## config.mk

```make
export PLATFORM = sky130hd
export DESIGN_NAME = ff_pipe_bank
export DESIGN_NICKNAME = d
export VERILOG_FILES = /design/src/rtl/ff_pipe_bank.sv
export SDC_FILE = /design/constraint.sdc
export NUM_CORES = 1
export LEC_CHECK = 0
export ABC_CLOCK_PERIOD_IN_PS = 6400
export BUFFER_PORTS_ARGS = -buffer_cell sky130_fd_sc_hd__buf_2
export CAP_MARGIN = 10
export CELL_PAD_IN_SITES_DETAIL_PLACEMENT = 2
export CELL_PAD_IN_SITES_GLOBAL_PLACEMENT = 2
export CORE_ASPECT_RATIO = 1.2
export CORE_UTILIZATION = 33
export DETAILED_ROUTE_END_ITERATION = 8
export GPL_ROUTABILITY_DRIVEN = 0
export PLACE_DENSITY = 0.77
export SLEW_MARGIN = 5
export SYNTH_ARGS = -nofsm -noshare
export SYNTH_HDL_FRONTEND = slang
export SYNTH_SLANG_ARGS = --single-unit
```

## constraint.sdc

```tcl
create_clock -name CK -period 6.4 [get_ports CK]
set_clock_uncertainty 0.15 [all_clocks]
set_input_delay 0.96 -clock CK [delete_from_list [all_inputs] [get_ports CK]]
set_output_delay 0.96 -clock CK [all_outputs]
set_load 0.005 [all_outputs]
```

## src/rtl/ff_pipe_bank.sv

```systemverilog
// Parameterised bank of valid-qualified register stages with an optional
// combinational bypass and a saturating toggle counter on the last stage.
module ff_pipe_bank #(
  parameter int WIDTH = 10,
  parameter int DEPTH = 2,
  parameter int CNT_W = 16
) (
  input  logic             CK,
  input  logic             RSTB,
  input  logic             EN,
  input  logic [WIDTH-1:0] D,
  input  logic             VLD_IN,
  input  logic             BYPASS,
  input  logic             TGL_CLR,
  output logic [WIDTH-1:0] Q,
  output logic             VLD_OUT,
  output logic [CNT_W-1:0] TGL_CNT
);

  if (WIDTH < 1 || WIDTH > 64) begin : g_bad_width
    $fatal(1, "ff_pipe_bank: WIDTH=%0d outside 1..64", WIDTH);
  end
  if (DEPTH < 1 || DEPTH > 8) begin : g_bad_depth
    $fatal(1, "ff_pipe_bank: DEPTH=%0d outside 1..8", DEPTH);
  end
  if (CNT_W < 8 || CNT_W > 32) begin : g_bad_cnt_w
    $fatal(1, "ff_pipe_bank: CNT_W=%0d outside 8..32", CNT_W);
  end

  logic [WIDTH-1:0] data_q [DEPTH];
  logic [WIDTH-1:0] data_d [DEPTH];
  logic [DEPTH-1:0] vld_q;
  logic [DEPTH-1:0] vld_d;
  logic [CNT_W-1:0] cnt_q;
  logic [CNT_W-1:0] cnt_d;
  logic [WIDTH-1:0] flips;
  logic [CNT_W:0]   ones;
  logic [CNT_W:0]   sum;

  // Stage 0 zeroes its data on a bubble so invalid slots carry no stale bits.
  always_comb begin
    data_d = data_q;
    vld_d  = vld_q;
    if (EN) begin
      data_d[0] = VLD_IN ? D : '0;
      vld_d[0]  = VLD_IN;
      for (int i = 1; i < DEPTH; i++) begin
        data_d[i] = data_q[i-1];
        vld_d[i]  = vld_q[i-1];
      end
    end
  end

  // Toggle count compares the last stage before and after this edge; the
  // extra sum bit flags overflow so the counter clamps instead of wrapping.
  always_comb begin
    flips = data_q[DEPTH-1] ^ data_d[DEPTH-1];
    ones  = '0;
    for (int i = 0; i < WIDTH; i++) begin
      ones = ones + {{CNT_W{1'b0}}, flips[i]};
    end
    sum   = {1'b0, cnt_q} + ones;
    cnt_d = cnt_q;
    if (TGL_CLR) begin
      cnt_d = '0;
    end else if (EN) begin
      cnt_d = sum[CNT_W] ? {CNT_W{1'b1}} : sum[CNT_W-1:0];
    end
  end

  always_ff @(posedge CK) begin
    if (!RSTB) begin
      for (int i = 0; i < DEPTH; i++) begin
        data_q[i] <= '0;
      end
      vld_q <= '0;
      cnt_q <= '0;
    end else begin
      data_q <= data_d;
      vld_q  <= vld_d;
      cnt_q  <= cnt_d;
    end
  end

  assign Q       = BYPASS ? D : data_q[DEPTH-1];
  assign VLD_OUT = BYPASS ? VLD_IN : vld_q[DEPTH-1];
  assign TGL_CNT = cnt_q;

endmodule
```

==> impl_metrics.json <==
{
  "io_buffers": 42,
  "antenna-diode-count": 0,
  "row_count": 31,
  "setup_viol": 0,
  "synth-simple-area-share_pct": 20.6,
  "fin_cells": 351,
  "hold_ws_ns": 0.404,
  "path_clk_slew_ns": 0.07,
  "crit_path_frequent_cell": "fa_1",
  "slowest_delay_ns": 0.54,
  "placed_cells": 343,
  "ys_seq_elements": 38,
  "grt_use_total_pct": 17.9,
  "mostFrequentLayoutCells": "42 x buf_2, 38 x dfxtp_1, 34 x nor2b_1",
  "worst_slew_pin_slew_ns": 0.560,
  "syn_inst": 228,
  "cts_hold_buf": 0,
  "required_ns": 6.43,
  "synth_top_family_by_area": "simple AND/OR/NAND/NOR gates",
  "io_pins": 43,
  "crit_family": "adder cells",
  "yosys-mux-area-fraction_pct": 11.9,
  "yosys_most_used_dff": "dfxtp_1",
  "placed_area_um2": 2420,
  "start_util_pct": 34.9,
  "ant_nets": 0,
  "critPathArrivalTime_ns": 4.97,
  "first_pass_iters": 4,
  "cp_slowest_cell": "fa_1",
  "power.density_nw_per_um2": 190,
  "synth_edf_count": 0,
  "drcViolationCount": 0,
  "drive_above_1_share_pct": 24.5,
  "die_x_um": 75.4,
  "crit_path_end_kind": "flip-flop",
  "synth_compound_area_share_pct": 10.7,
  "yosysTopAreaCell": "dfxtp_1",
  "cts_tree": "done",
  "clkLatencyLatePin_ns": 0.29,
  "wl_per_cell_um": 15.7,
  "die_y_um": 90.1,
  "yosysSeqAreaShare_pct": 35.6,
  "core_um2": 6130,
  "antenna_found_initial": 0,
  "fin_tns_setup_ns": 0,
  "final_common_cell": "buf_2",
  "clock_tree.buffer_depth": 2,
  "dieArea_um2": 6800,
  "synthXorXnorAreaFrac_pct": 8.20,
  "hold_violations": 0,
  "worst-path-buf-inv": 3,
  "rsz0062_at_grt": "false",
  "cp_cell_sequence": "buf_2, and2_1, fa_1, fa_1, inv_1, fa_1, fa_1, inv_1, fa_1, a211oi_1, nor3_1, and3_1, nand3_1, o211a_1",
  "hp-class": "reg2reg",
  "n_fill_cell": 739,
  "criticalPathCategory": "in2reg",
  "ys_types": 36,
  "syn_area_per_cell_um2": 9.37,
  "gr-total-overflow": 0,
  "async_flop_share_pct": 0,
  "ir_worst_vdd_uv": 71.5,
  "outcome": "complete, no violations",
  "dpl.hpwl_um": 4100,
  "cts_sinks": 38,
  "fmax_mhz": 202,
  "synth_fa_ha_area_share_pct": 9.49,
  "grt_pass1_vias": 1904,
  "place_ws_ns": 1.15,
  "synth_nets": 256,
  "synth.area.top_cells": "dfxtp_1 36%, nor2b_1 10%, fa_1 6.6%",
  "post_cts_buffers": 0,
  "timing.max_cap.violations": 0,
  "routed_wl_um": 5510,
  "root_buffer": "clkbuf_8",
  "num_vias": 1742,
  "syn_area_um2": 2140,
  "nets": 296,
  "yosys_warnings": 0,
  "grt_max_degree": 25,
  "cts_resized": 0,
  "power.leakage_nw": 1.14,
  "cts_buffers": 5,
  "drv_slew": 0,
  "fin_crit_ns": 4.94,
  "htree_levels": 2,
  "fin_ws_ns": 1.46,
  "via_per_inst": 4.96,
  "syn_to_final_growth_pct": 17.5,
  "cp_max_fo": 23,
  "start_kind": "input pin",
  "drtIter0Drc": 40,
  "maxSlewHeadroom_pct": 62.2,
  "synth_top_area_share_pct": 35.6,
  "min_period_over_period_pct": 77.2,
  "fin_area_um2": 2510,
  "grt_pass1_wl_um": 9110
}
## Yosys cell counts, types with 3 or more instances
cell type / instances
dfxtp_1: 38
nor2b_1: 34
a21oi_1: 17
mux2i_1: 13
xor2_1: 13
mux2_2: 11
nand2_1: 11
inv_1: 10
clkbuf_1: 8
and2_1: 7
fa_1: 7
xnor2_1: 7
nand3_1: 6
nor2_1: 6
ha_1: 5
o21ai_0: 5
a31oi_1: 4
o21ai_1: 4
nor3_1: 3
## cell type report
| type | instances | area [µm²] | share of cell area, % |
|---|---|---|---|
| Sequential cell | 38 | 761 | 30.3 |
| Multi-Input combinational cell | 170 | 1300 | 51.8 |
| Inverter | 10 | 37.5 | 1.50 |
| Tap cell | 82 | 103 | 4.09 |
| Clock buffer | 7 | 86.3 | 3.44 |
| Clock inverter | 1 | 5.00 | 0.200 |
| Timing Repair Buffer | 43 | 218 | 8.68 |
## registers in the layout, indices dropped and copies added, names as in the netlist
signal   flops
data_q      20
vld_q        2
TGL_CNT     16
## report_power, final
group	total (mW)	internal, mW	switching, mW
Sequential	0.246	0.241	0.00464
Clock	0.172	0.0870	0.0846
Combinational	0.0581	0.0275	0.0306
Total	0.476	0.356	0.120
## final timing paths
| path | from | to | slack (ns) | cells after the start |
|---|---|---|---|---|
| setup / recovery | EN | TGL_CNT[12]$_SDFFE_PP0P_ | 1.46 | 14 |
| hold reg to reg | vld_q[1]$_SDFFE_PN0P_ | vld_q[1]$_SDFFE_PN0P_ | 0.40 | 2 |
| setup reg to reg | data_q[10]$_SDFFE_PN0P_ | TGL_CNT[12]$_SDFFE_PP0P_ | 2.02 | 14 |
| hold / removal | vld_q[1]$_SDFFE_PN0P_ | vld_q[1]$_SDFFE_PN0P_ | 0.40 | 2 |
## logic make-up (layout without fill, tap and decap cells)
logic type               after synthesis  count (layout)
adder cells (fa/ha/maj)               12              12
AND/OR/NAND/NOR                       75              75
AO/OA/AOI/OAI                         39              39
XOR/XNOR                              20              20
multiplexers                          24              24
buffers and inverters                 20              61
flip-flops                            38              38
## stage by stage
step | power, mW | util (%)
3_5_place_dp | 0.311 | 39.4
5_1_grt | 0.504 | 40.9
4_1_cts | 0.486 | 40.9
2_1_floorplan | 0.290 | -
3_3_place_gp | 0.308 | 39.4
6_report | 0.476 | 40.9
## worst reg2reg max path, cell delays in order, from the launching register on
cell,delay [ns]
dfxtp_1,0.34
xor2_1,0.16
and2_1,0.17
fa_1,0.48
fa_1,0.54
inv_1,0.06
fa_1,0.50
fa_1,0.43
inv_1,0.11
fa_1,0.25
a211oi_1,0.13
nor3_1,0.48
and3_1,0.26
nand3_1,0.09
o211a_1,0.13
## metal layers
layer	wire [µm]	track usage (%)	up-vias
li1	-	-	849
met1	2320	19.9	849
met2	2940	32.7	35
met3	150	3.03	9
met4	104	6.79	0
met5	0	0	-
Power figures use the tool's default switching activity.
